`src/rtl/uart_tx_arbiter.sv`:
```
// Round-robin arbiter sharing one UART TX core among N_REQ byte producers, one byte per grant.
// Optional watchdog in WAIT_RDY enabled by defining UART_ARB_TIMEOUT_EN (adds err_o).
module uart_tx_arbiter #(
  parameter int N_REQ          = 2,
  parameter int DATA_W         = 8,
  parameter int TIMEOUT_CYCLES = 100000
) (
  input  logic                      clk_i,
  input  logic                      rst_i,
  input  logic [N_REQ-1:0]          req_i,
  input  logic [N_REQ*DATA_W-1:0]   data_i,
  output logic [N_REQ-1:0]          gnt_o,
  output logic [N_REQ-1:0]          done_o,
  output logic                      tx_start_o,
  output logic [DATA_W-1:0]         tx_data_o,
  input  logic                      tx_rdy_i,
  output logic                      busy_o,
  output logic [$clog2(N_REQ)-1:0]  owner_o
`ifdef UART_ARB_TIMEOUT_EN
  ,
  output logic                      err_o
`endif
);

  localparam int OW = $clog2(N_REQ);
  localparam logic [N_REQ-1:0] ONE_HOT0 = N_REQ'(1);

  if ((N_REQ < 2) || (N_REQ > 8) || (TIMEOUT_CYCLES < 1)) begin : g_param_check
    $error("uart_tx_arbiter: N_REQ must be 2..8 and TIMEOUT_CYCLES >= 1");
  end

  typedef enum logic [1:0] {IDLE, START, WAIT_RDY, DONE} state_t;

  state_t              state_q;
  logic [OW-1:0]       rr_ptr_q;
  logic [OW-1:0]       rr_ptr_d;
  logic [OW-1:0]       owner_q;
  logic [DATA_W-1:0]   tx_data_q;
  logic [N_REQ-1:0]    gnt_q;
  logic [N_REQ-1:0]    done_q;
  logic                start_q;
  logic                busy_q;

  logic                pick_vld;
  logic [OW-1:0]       pick_idx;
  logic [DATA_W-1:0]   pick_dat;

`ifdef UART_ARB_TIMEOUT_EN
  localparam int CW = $clog2(TIMEOUT_CYCLES + 1);
  logic [CW-1:0] cnt_q;
  logic          err_q;
`endif

  // Scan offsets from the highest down so the smallest offset from rr_ptr wins.
  always_comb begin
    pick_vld = 1'b0;
    pick_idx = '0;
    for (int i = N_REQ - 1; i >= 0; i--) begin
      logic [OW:0] cand;
      cand = {1'b0, rr_ptr_q} + (OW+1)'(i);
      if (cand >= (OW+1)'(N_REQ)) begin
        cand = cand - (OW+1)'(N_REQ);
      end
      for (int j = 0; j < N_REQ; j++) begin
        if (req_i[j] && (cand == (OW+1)'(j))) begin
          pick_vld = 1'b1;
          pick_idx = OW'(j);
        end
      end
    end
  end

  assign pick_dat = data_i[pick_idx*DATA_W +: DATA_W];
  assign rr_ptr_d = (owner_q == OW'(N_REQ - 1)) ? '0 : owner_q + 1'b1;

  always_ff @(posedge clk_i) begin
    if (rst_i) begin
      state_q   <= IDLE;
      rr_ptr_q  <= '0;
      owner_q   <= '0;
      tx_data_q <= '0;
      gnt_q     <= '0;
      done_q    <= '0;
      start_q   <= 1'b0;
      busy_q    <= 1'b0;
`ifdef UART_ARB_TIMEOUT_EN
      cnt_q     <= '0;
      err_q     <= 1'b0;
`endif
    end else begin
      gnt_q   <= '0;
      done_q  <= '0;
      start_q <= 1'b0;
`ifdef UART_ARB_TIMEOUT_EN
      err_q   <= 1'b0;
`endif
      case (state_q)
        IDLE: begin
          if (pick_vld) begin
            owner_q   <= pick_idx;
            tx_data_q <= pick_dat;
            gnt_q     <= ONE_HOT0 << pick_idx;
            start_q   <= 1'b1;
            busy_q    <= 1'b1;
            state_q   <= START;
          end
        end
        START: begin
          state_q <= WAIT_RDY;
`ifdef UART_ARB_TIMEOUT_EN
          cnt_q   <= '0;
`endif
        end
        WAIT_RDY: begin
          if (tx_rdy_i) begin
            done_q  <= ONE_HOT0 << owner_q;
            state_q <= DONE;
          end
`ifdef UART_ARB_TIMEOUT_EN
          else if (cnt_q == CW'(TIMEOUT_CYCLES - 1)) begin
            done_q  <= ONE_HOT0 << owner_q;
            err_q   <= 1'b1;
            state_q <= DONE;
          end else begin
            cnt_q <= cnt_q + 1'b1;
          end
`endif
        end
        DONE: begin
          rr_ptr_q <= rr_ptr_d;
          busy_q   <= 1'b0;
          state_q  <= IDLE;
        end
        default: state_q <= IDLE;
      endcase
    end
  end

  assign gnt_o      = gnt_q;
  assign done_o     = done_q;
  assign tx_start_o = start_q;
  assign tx_data_o  = tx_data_q;
  assign busy_o     = busy_q;
  assign owner_o    = owner_q;
`ifdef UART_ARB_TIMEOUT_EN
  assign err_o      = err_q;
`endif

endmodule
```
`config.mk`:
```
export PLATFORM = sky130hd
export DESIGN_NAME = uart_tx_arbiter
export DESIGN_NICKNAME = d
export VERILOG_FILES = /design/src/rtl/uart_tx_arbiter.sv
export SDC_FILE = /design/constraint.sdc
export NUM_CORES = 1
export LEC_CHECK = 0
export BUFFER_PORTS_ARGS = -buffer_cell sky130_fd_sc_hd__buf_2
export CAP_MARGIN = 20
export CORE_MARGIN = 2
export CORE_UTILIZATION = 44
export CTS_BUF_LIST = sky130_fd_sc_hd__clkbuf_8
export CTS_CLUSTER_SIZE = 25
export DETAILED_ROUTE_END_ITERATION = 8
export GPL_ROUTABILITY_DRIVEN = 0
export PLACE_DENSITY = 0.77
export SKIP_CTS_REPAIR_TIMING = 1
export SKIP_LAST_GASP = 1
export SLEW_MARGIN = 25
export SYNTH_ARGS = -nofsm -noshare
export SYNTH_HDL_FRONTEND = slang
export SYNTH_SLANG_ARGS = --single-unit
```
`constraint.sdc`:
```
create_clock -name clk_i -period 2.4 [get_ports clk_i]
set_clock_uncertainty 0.2 [all_clocks]
set_input_delay 0.12 -clock clk_i [delete_from_list [all_inputs] [get_ports clk_i]]
set_output_delay 0.12 -clock clk_i [all_outputs]
set_load 0.05 [all_outputs]
```
# == Word level (Yosys, flattened, before mapping) ==
# Cells that the tools add are included.
# word_totals
ff_bits,18
mem_bits_ro,0
latch_bits,0
out_inout_bits,15
mem_count,0
ram_bits,0
# op_classes
n_shift,3
n_lt_le_gt_ge,2
n_mul,0
n_eq_ne,7
n_reduce_logical,14
div_mod_pow,0
add_sub_neg,4
mux,16
n_bitwise,4
# ops
cell,count
$shiftx 16x5->8,1
$mux 1,10
$mux 2,4
$pmux 2 s4,1
$eq 2x1->1 const B,3
$logic_not 2->1,3
$reduce_and 2->1,3
$reduce_or 3->1,2
$eq 2x2->1 const B,2
$logic_and 1x1->1,4
$ne 2x2->1 const B,2
$not 1->1,4
$shl 1x1->2 const A,2
$add 1x1->2 const B,1
$ge 1x2->1 const B,1
$ge 2x2->1 const B,1
$pmux 1 s2,1
$reduce_bool 2->1,1
$reduce_or 2->1,1
$sub 1x2->2 const B,1
$sub 2x2->2 const B,1
$add 1x1->1 const B,1

# == Longest topological paths before layout ==
# logic_depth
depth_word,11
mapped_depth,6

# == Worst setup path after synthesis ==
# No wires, ideal clock.
# synth_path
path_kind,register to register
from,reg state_q[0]
to,reg tx_data_q[0] (netlist: tx_data_o[0])
path_slack_ps,870
path_buffers,1
arrival_ps,1208
synth_period_minus_slack_ps,1530
path_stages_with_launch,7
t_required_ps,2078
path_cell_list,dfxtp_1 > inv_1 > ha_1 > o21a_1 > buf_2 > nor3b_1 > a221o_1
# synth_via
elab_chain_len,2
# synth_lines
element,line_no,rtl
from (decl),34,state_t state_q;
from (signal assigned),78,state_q <= IDLE;
from (signal assigned),105,state_q <= START;
from (signal assigned),109,state_q <= WAIT_RDY;
$logic_not 2->1,97,case (state_q)
$reduce_and 2->1 (no source line),--,
to (signal assigned),101,tx_data_q <= pick_dat;
to (decl),38,logic [DATA_W-1:0] tx_data_q;
# Every way passes these cells.
# A chain may end at the register's enable or synchronous reset.

# == Final worst setup path ==
# layout_path
from,reg state_q[0]
to,reg tx_data_q[2] (netlist: tx_data_o[2])
# The elaborated chain is that of the path after synthesis.

==> flow_metrics.py <==
metrics = {
    "outcome": {
        "outcome": "finished with violations",
        "violations": "hold timing",
    },
    "drt": {
        "post-route-drc-count": 0,
        "first_pass_iters": 4,
        "viasPerCell": 5.08,
        "final_antenna_net_count": 0,
        "wl_per_cell_um": 12.3,
        "wirelength_um": 1670,
        "initialDrtViolationCount": 9,
        "num_vias": 691,
    },
    "logic_synthesis": {
        "synthesis.area_sq_um": 728,
        "synthCells": 67,
        "synth_compound_area_share_pct": 18.7,
        "synthAdderAreaFrac_pct": 5.15,
        "synth.mux.area_fraction_pct": 2.75,
        "synth-simple-area-share_pct": 17.4,
        "yosys_warnings": 0,
        "yosysTopAreaCell": "dfxtp_1",
        "ys_async_sr_fraction_pct": 0,
        "syn_area_per_cell_sq_um": 10.9,
        "synth_seq_cells": 18,
        "ys_types": 23,
        "synth_top_family_by_area": "compound AO/OA/AOI/OAI gates",
        "synthXorXnorAreaFrac_pct": 0,
        "synth.area.top_cells": "dfxtp_1, a221o_1, nor3b_1, ha_1, mux2i_1",
        "synth-main-ff-cell": "dfxtp_1",
        "synth_top_area_share_pct": 49.5,
        "seq_area_frac_synth_pct": 49.5,
        "syn_nets": 91,
        "synth_edf_count": 0,
    },
    "setup_path": {
        "cp.arrival_ps": 2220,
        "startpoint_type": "flip-flop",
        "required_ps": 2340,
        "critPathKind": "flip-flop to flip-flop",
        "cp_max_fo": 10,
        "end_kind": "flip-flop",
    },
    "global_routing": {
        "grt_pass1_wl_um": 2470,
        "grt_pass1_vias": 584,
        "track_usage_pct": 16.5,
        "antenna_found_initial": 0,
        "grt_max_degree": 17,
        "overflow": 0,
    },
    "clock_tree": {
        "h-tree-depth": 1,
        "cts_root_buffer": "clkbuf_8",
        "clk_latency_ps": 250,
        "numCtsBuffers": 3,
        "cts_tree": "done",
        "clockBufferDepth": 2,
        "clkTransAtPathRegs_ps": 70,
        "clock_sinks": 18,
    },
    "pwr": {
        "power_frac_clock_pct": 18.9,
        "power.internal_mw": 0.754,
        "swShare_pct": 41.3,
        "power.switching_mw": 0.530,
        "leakage_nw": 0.542,
        "pwr-share-comb_pct": 47.7,
        "pwr-share-seq_pct": 33.3,
        "max-vdd-ir-drop_mv": 0.656,
        "p_per_area_nw_per_um2": 1150,
    },
    "job": {
        "max_cap_violations": 0,
    },
    "sta": {
        "finalCritPeriodShare_pct": 95.1,
        "fin_setup_tns_ps": 0,
        "setup_violations": 0,
        "fin_crit_ps": 2280,
        "worst_pin_slew_ps": 413,
        "clock.fmax_mhz": 438,
        "whs_ps": -7.82,
        "hold_viol": 1,
        "slew_headroom_pct": 72.5,
        "final_max_slew_viol_count": 0,
        "rsz0062_at_grt": "no",
    },
    "floorplan": {
        "placementRows": 14,
        "io-pin-count": 36,
        "dieArea_sq_um": 2000,
        "coreArea_sq_um": 1520,
        "die_w_um": 44.7,
        "dieHeight_um": 44.7,
        "initial_core_util_pct": 47.8,
    },
    "placed_design": {
        "io_buffer_count": 35,
        "place_area_sq_um": 895,
        "dp_hpwl_um": 1090,
    },
    "final_layout": {
        "finish.net_count": 145,
        "drive_above_1_share_pct": 35.8,
        "antenna_cells": 0,
        "design_area_sq_um": 1120,
        "syn2layout_area_growth_pct": 53.8,
    },
    "worst_hold_path": {
        "hold_path_class": "primary input to flip-flop",
    },
}
## flip-flops by register name (all words and copies together) (netlist names)
| signal | cells |
|---|---|
| busy_o | 1 |
| done_o | 2 |
| gnt_o | 2 |
| owner_o | 1 |
| rr_ptr_q | 1 |
| state_q | 2 |
| tx_data_o | 8 |
| tx_start_o | 1 |
## path summary, 6_finish.rpt
| check | to | slack (ps) | from | depth (start not counted) |
|---|---|---|---|---|
| worst max-delay path | tx_data_o[2] | 120 | state_q[0] | 6 |
| worst min-delay path | gnt_o[0] | -8 | req_i[1] | 2 |
| worst max register to register | tx_data_o[2] | 120 | state_q[0] | 6 |
| worst min register to register | done_o[0] | 250 | owner_o | 1 |
## cells in the mapped netlist (all sizes together) (2+ instances only)
cell type and count:
inv 5, nor3 3, dfxtp 18, buf 2, a221o 8, nor3b 9, nor2 2, a21oi 3
mux2i 2, nand2 3, ha 3
## power by group through the flow
stage / Combinational [mW] / Sequential, mW / Clock (mW)
after CTS: 0.546 / 0.427 / 0.247
after global routing: 0.660 / 0.439 / 0.256
after floorplan: 0.224 / 0.641 / 0
after detailed placement: 0.547 / 0.432 / 0
after global placement: 0.537 / 0.428 / 0
final: 0.613 / 0.428 / 0.243
## metrics by stage
stage	power [mW]	worst slack (ps)	utilization, %	instances
floorplan	0.866	870	-	67
global route	1.36	4.28	73.5	136
detailed placement	0.979	676	58.7	115
CTS	1.22	671	62.3	119
finish	1.28	117	73.5	136
global placement	0.966	737	58.7	115
## critical path: stages, from the launching register on
cell and delay, ps:
dfxtp_1 320, inv_1 80, ha_1 280, o21a_1 380
nor3b_1 110, a221o_1 260, dlygate4sd3_1 540
## metal layers
metal / vias up / track usage [%] / routed length, um / part of all wire [%]
met4: 0 / 3.64 / 0 / 0
met5: - / 0 / 0 / 0
met3: 0 / 3.67 / 84 / 5.0
li1: 351 / - / - / -
met1: 317 / 21.3 / 722 / 43
met2: 23 / 27.8 / 864 / 52
## area by class of cell
type / instances / area, sq um
Clock buffer: 4 / 55.1
Fill cell: 108 / 404
Inverter: 5 / 18.8
Multi-Input combinational cell: 41 / 320
Sequential cell: 18 / 360
Tap cell: 16 / 20.0
Timing Repair Buffer: 52 / 345
## layout by cell type (no fill, tap or decap), drive strengths merged, types with 3 or more instances in the layout
cell,synthesis,final
buf,2,35
dfxtp,18,18
ha,3,3
nand2,3,3
clkbuf,0,4
nor3b,9,9
a221o,8,8
nor3,3,3
inv,5,5
a21oi,3,3
dlygate4sd3,0,17
## logic make-up (layout without fill, tap and decap cells)
kind of cell             count (synthesis)  count (layout)
AO/OA/AOI/OAI                           15              15
AND/OR/NAND/NOR                         21              21
adder cells (fa/ha/maj)                  3               3
buffers and inverters                    8              61
flip-flops                              18              18
multiplexers                             2               2
Power figures use the tool's default switching activity.
